File: src/rtl/flappy_pkg.sv
// Shared constants for the flappy game pipeline: game state encoding and
// default sizing that the renderer flash logic also relies on.
package flappy_pkg;

    localparam logic [1:0] ST_IDLE    = 2'd0;
    localparam logic [1:0] ST_PLAYING = 2'd1;
    localparam logic [1:0] ST_DYING   = 2'd2;
    localparam logic [1:0] ST_OVER    = 2'd3;

    localparam int SCORE_W_DEF      = 8;
    localparam int DEATH_FRAMES_DEF = 30;
    localparam int CNT_W_DEF        = 5;

endpackage

File: src/rtl/btn_sync_edge.sv
// Two-flop synchronizer for an asynchronous push-button followed by a
// registered rising-edge detector; rise pulses 3 clocks after the button rises.
module btn_sync_edge (
    input  logic clock,
    input  logic reset,
    input  logic btn,
    output logic rise
);

    logic sync1_reg;
    logic sync2_reg;
    logic prev_reg;
    logic rise_reg;

    always_ff @(posedge clock) begin
        if (reset) begin
            sync1_reg <= 1'b0;
            sync2_reg <= 1'b0;
            prev_reg  <= 1'b0;
            rise_reg  <= 1'b0;
        end else begin
            sync1_reg <= btn;
            sync2_reg <= sync1_reg;
            prev_reg  <= sync2_reg;
            rise_reg  <= sync2_reg & ~prev_reg;
        end
    end

    assign rise = rise_reg;

endmodule

File: src/rtl/game_state_ctrl.sv
// Game-level FSM: per-frame hit latch, death flash counter, saturating score.
// Define GAME_HISCORE_EN to add the hiscore register and output port.
module game_state_ctrl
    import flappy_pkg::*;
#(
    parameter int SCORE_W      = SCORE_W_DEF,
    parameter int DEATH_FRAMES = DEATH_FRAMES_DEF,
    parameter int CNT_W        = CNT_W_DEF
) (
    input  logic               clock,
    input  logic               reset,
    input  logic               frame_tick,
    input  logic               collide,
    input  logic               flap_btn,
    input  logic               pipe_passed,
    output logic [1:0]         state,
    output logic               flap_pulse,
    output logic               freeze,
    output logic               game_over,
`ifdef GAME_HISCORE_EN
    output logic [SCORE_W-1:0] hiscore,
`endif
    output logic [SCORE_W-1:0] score
);

    localparam logic [SCORE_W-1:0] SCORE_MAX = '1;
    localparam logic [CNT_W-1:0]   CNT_LAST  = CNT_W'(DEATH_FRAMES - 1);

    logic               flap_rise;
    logic [1:0]         state_reg, state_next;
    logic               hit_reg, hit_next;
    logic [CNT_W-1:0]   cnt_reg, cnt_next;
    logic [SCORE_W-1:0] score_reg, score_next;
    logic               pulse_reg;
    logic               frame_hit;

    btn_sync_edge u_flap_sync (
        .clock (clock),
        .reset (reset),
        .btn   (flap_btn),
        .rise  (flap_rise)
    );

    // A collide arriving in the tick cycle still belongs to the closing frame.
    assign frame_hit = hit_reg | collide;

    always_comb begin
        state_next = state_reg;
        hit_next   = frame_tick ? 1'b0 : hit_reg;
        cnt_next   = cnt_reg;
        score_next = score_reg;
        case (state_reg)
            ST_IDLE: begin
                if (flap_rise) begin
                    state_next = ST_PLAYING;
                    score_next = '0;
                end
            end
            ST_PLAYING: begin
                if (pipe_passed && score_reg != SCORE_MAX) begin
                    score_next = score_reg + 1'b1;
                end
                if (frame_tick && frame_hit) begin
                    state_next = ST_DYING;
                    cnt_next   = '0;
                end else if (!frame_tick && collide) begin
                    hit_next = 1'b1;
                end
            end
            ST_DYING: begin
                if (frame_tick) begin
                    cnt_next = cnt_reg + 1'b1;
                    if (cnt_reg == CNT_LAST) begin
                        state_next = ST_OVER;
                    end
                end
            end
            ST_OVER: begin
                if (flap_rise) begin
                    state_next = ST_IDLE;
                end
            end
            default: state_next = ST_IDLE;
        endcase
    end

    always_ff @(posedge clock) begin
        if (reset) begin
            state_reg <= ST_IDLE;
            hit_reg   <= 1'b0;
            cnt_reg   <= '0;
            score_reg <= '0;
            pulse_reg <= 1'b0;
        end else begin
            state_reg <= state_next;
            hit_reg   <= hit_next;
            cnt_reg   <= cnt_next;
            score_reg <= score_next;
            pulse_reg <= flap_rise && (state_reg == ST_IDLE || state_reg == ST_PLAYING);
        end
    end

`ifdef GAME_HISCORE_EN
    logic [SCORE_W-1:0] hiscore_reg;

    always_ff @(posedge clock) begin
        if (reset) begin
            hiscore_reg <= '0;
        end else if (state_reg == ST_DYING && state_next == ST_OVER
                     && score_reg > hiscore_reg) begin
            hiscore_reg <= score_reg;
        end
    end

    assign hiscore = hiscore_reg;
`endif

    assign state      = state_reg;
    assign flap_pulse = pulse_reg;
    assign freeze     = (state_reg != ST_PLAYING);
    assign game_over  = (state_reg == ST_OVER);
    assign score      = score_reg;

endmodule

File: config.mk
export PLATFORM = sky130hd
export DESIGN_NAME = game_state_ctrl
export DESIGN_NICKNAME = d
export VERILOG_FILES = /design/src/rtl/flappy_pkg.sv /design/src/rtl/btn_sync_edge.sv /design/src/rtl/game_state_ctrl.sv
export SDC_FILE = /design/constraint.sdc
export NUM_CORES = 1
export LEC_CHECK = 0
export ABC_AREA = 1
export BUFFER_PORTS_ARGS = -buffer_cell sky130_fd_sc_hd__buf_2
export CORE_MARGIN = 8
export CORE_UTILIZATION = 59
export CTS_CLUSTER_SIZE = 40
export DETAILED_ROUTE_END_ITERATION = 8
export GPL_ROUTABILITY_DRIVEN = 1
export PLACE_DENSITY = 0.87
export SYNTH_ARGS = -nofsm -noshare
export SYNTH_HDL_FRONTEND = slang
export SYNTH_HIERARCHICAL = 1
export SYNTH_SLANG_ARGS = --single-unit
File: constraint.sdc
create_clock -name clock -period 3.3 [get_ports clock]
set_input_delay 0.99 -clock clock [delete_from_list [all_inputs] [get_ports clock]]
set_output_delay 0.99 -clock clock [all_outputs]
set_load 0.05 [all_outputs]
==> qor_table.md <==
| Step | Metric | Reported |
|---|---|---|
| power | Switching share of power | 0.486 |
| worst setup path | Worst setup path startpoint | state[1] |
| final layout | Fillers | 174 |
| worst setup path | Worst endpoint required time | 2.31 ns |
| power | Switching Power | 0.000452 W |
| cts | Setup repair bufs after CTS | 0 |
| worst setup path | Critical-path cell with the highest stage delay | dfxtp_1 |
| final layout | Total number of nets in the final design | 207 |
| cts | Post-cts sizing count | 0 |
| sta | Setup skew after layout | 0.00320 ns |
| cts | Number of buffers inserted by hold repair at cts | 0 |
| run | Count of max-cap constraint violations | 0 |
| grt | First-pass GRT wire length | 4060 um |
| final layout | Syn-to-layout area delta | 11.8% |
| cts | Clock latency of the later-clocked register in the worst-skew pair | 0.30 ns |
| worst setup path | Crit-path cells | inv_1 -> ha_1 -> inv_2 -> buf_2 |
| floorplan | DIE WIDTH | 60.7 um |
| route | Avg Vias per Cell | 5.01 |
| power | Combinational share of power | 0.521 |
| sta | Aggregate negative setup slack | 0 ns |
| grt | Global-route total usage across every layer | 0.143 |
| outcome | Status | completed |
| sta | Fin worst setup slack | 0.725 ns |
| cts | TritonCTS Buffers | 3 |
| sta | Max-slew violation count | 0 |
| worst setup path | Arrival time at the worst endpoint | 1.59 ns |
| placed design | Pre-CTS setup slack | 1.07 ns |
| floorplan | Std cell rows | 16 |
| synth | Total of warnings raised by yosys | 6 |
| cts | TritonCTS clock tree | done |
| sta | Period minus WS final | 2.58 ns |
| worst setup path | Worst setup path category | reg2out |
| placed design | Final estimated routing congestion in global placement | 0.830 |
| route | Number of routed nets with antenna violations | 0 |
| cts | Clk sink count | 21 |
| worst setup path | Max Fanout on Critical Path | 10 |
| worst setup path | Launching element type of the critical path | flop |
| cts | # H-tree levels | 1 |
| min path | Start point of the worst min-delay path | u_flap_sync/prev_reg |
| floorplan | Core outline area | 0.00192 mm^2 |
| power | Share of total power in sequential cells | 0.348 |
| placed design | IO Port Bufs | 18 |
| final layout | Fraction of final layout cells with drive strength greater than 1 | 0.192 |
| route | Number of DRC violations after detailed-routing iteration 0 | 32 |
| sta | Part of the cycle the worst path needs | 0.780 |
| synth | Number of instances in the synthesized netlist | 172 |
| sta | Hold violation count in the final report | 0 |
| floorplan | Die Span Y | 60.7 um |
| route | Remaining DRCs | 0 |
| final layout | Diodes inserted | 0 |
| cts | Clock-pin slew reported for the worst setup and hold paths after clock tree synthesis | 0.11 ns |
| floorplan | Count of pins on the block boundary | 19 |
| power | Final Total Pwr | 0.000930 W |
| placed design | Estimated wirelength of the detail-placed design | 1910 um |
| grt | Global-route congestion overflow total | 0 |
| synth | Sequential-to-total area share from yosys stat | 0.356 |
| synth | Flop and latch count out of synthesis | 21 |
| power | Ratio of total power to cell area | 705 mW/mm^2 |
| final layout | Largest register FFs | 8 |
| synth | Average instance area after synthesis | 6.86 um^2 |
| sta | Actual transition at the worst max-transition pin | 0.425 ns |
| sta | Finish-stage setup viols | 0 |
| cts | Root buffer cell | clkbuf_4 |
| grt | Maximum number of pins on one net before global-route repair | 12 |
| synth | Post-Syn Nets | 185 |
| worst setup path | Worst r2r src | state[1] |
| power | Worst supply voltage drop on vdd | 0.480 mV |
| final layout | Area used by sequential logic in the layout | 420 um^2 |
| sta | Maximum clock frequency | 388 MHz |
| power | Portion of total power attributed to the clock network | 0.131 |
| floorplan | Initial Utilization | 0.614 |
| min path | Class of the worst hold path | reg2reg |
| worst setup path | Largest stage delay, worst path | 0.42 ns |
| power | Internal power consumption | 0.000478 W |
| grt | Via count of the first global-routing pass | 1,001 |
| sta | Slew margin rel. | 0.717 |
| cts | Clock buffer depth | 2 |
| sta | RSZ-0062 raised after global routing | false |
| synth | Synthesized cell area | 0.00118 mm^2 |
| grt | Initial antenna violation count | 0 |
| route | Count of TritonRoute iterations in the first routing pass | 5 |
| synth | Post-synth cell types | 24 |
| final layout | Area taken by multi-input logic gates | 643 um^2 |
| route | Final Routed Wirelength | 2420 um |
| route | Post-detailed-route wirelength per cell | 11.0 um |
| worst setup path | Critical path capture point type | output pin |
| floorplan | Die area | 0.00369 mm^2 |
| power | Leakage | 0.601 nW |
| route | Via count | 1,102 |
[synthesized netlist by cell type, drive strengths merged]
master / instances / area, um^2
ha: 7 / 87.6
inv: 27 / 101
o21bai: 1 / 7.51
nand4: 3 / 18.8
nor3: 2 / 10.0
nand3: 17 / 97.6
nand2: 40 / 173
o21a: 1 / 7.51
o21ai: 8 / 40.0
buf: 1 / 11.3
nor2: 31 / 124
clkinv: 1 / 3.75
a21oi: 9 / 56.3
xnor2: 1 / 8.76
or2: 2 / 12.5
dfxtp: 21 / 420
[worst max-delay path: cells and delay by family (launching register included)]
kind | cells | cell delay (ns)
buf+inv | 3 | 0.53
flops | 1 | 0.42
fa+ha+maj | 1 | 0.33
[layout by cell type (no fill, tap or decap), drive strengths merged]
cell type | synthesis | routed
nand2 | 40 | 40
nor2 | 31 | 31
inv | 27 | 27
dfxtp | 21 | 21
buf | 1 | 18
nand3 | 17 | 17
a21oi | 9 | 9
o21ai | 8 | 8
ha | 7 | 7
clkbuf | 0 | 4
nand4 | 3 | 3
nor3 | 2 | 2
or2 | 2 | 2
o21bai | 1 | 1
o21a | 1 | 1
clkinv | 1 | 1
xnor2 | 1 | 1
[power groups by stage]
stage	clock, W	combinational [W]	sequential (W)
floorplan	0	0.000320	0.000402
global placement	0	0.000470	0.000326
detailed placement	0	0.000483	0.000329
CTS	0.000126	0.000485	0.000323
global route	0.000135	0.000540	0.000328
finish	0.000122	0.000484	0.000324
[final timing paths]
kind	end	slack, ns	cells after the start
hold reg to reg	u_flap_sync/rise	0.40	1
setup reg to reg	cnt_reg[1]	1.58	7
hold / removal	u_flap_sync/rise	0.40	1
setup / recovery	freeze	0.72	4
[through the flow]
step                cells  instance area (um^2)  hold WS (ns)  utilization
floorplan             172                  1180         0.382            -
global placement      216                  1290         0.387        0.673
detailed placement    216                  1290         0.389        0.673
CTS                   220                  1320         0.407        0.686
global route          220                  1320         0.414        0.686
finish                220                  1320         0.403        0.686
[layer usage]
layer	up-vias	global-route usage	wire, um
met5	-	0	0
met4	0	0.0698	47
met3	7	0.0191	114
met2	26	0.273	1240
met1	485	0.148	1010
li1	584	-	-
[kinds of logic (layout without fill, tap and decap cells)]
logic type | count (synthesis) | after routing | share of synthesized area
and+or+nand+nor | 95 | 95 | 0.369
buffers and inverters | 29 | 50 | 0.0986
DFF | 21 | 21 | 0.356
AOI/OAI and AO/OA | 19 | 19 | 0.0944
adders and majority gates | 7 | 7 | 0.0742
xor gates and xnor gates | 1 | 1 | 0.00742
[layout make-up]
cell class,instances,share of cell area
inverter,28,0.0797
clock buffer,4,0.0199
tap,27,0.0256
multi-input combinational,122,0.488
timing repair buffer,18,0.0683
sequential,21,0.319
Note: power is estimated with default switching activity, not from simulation.
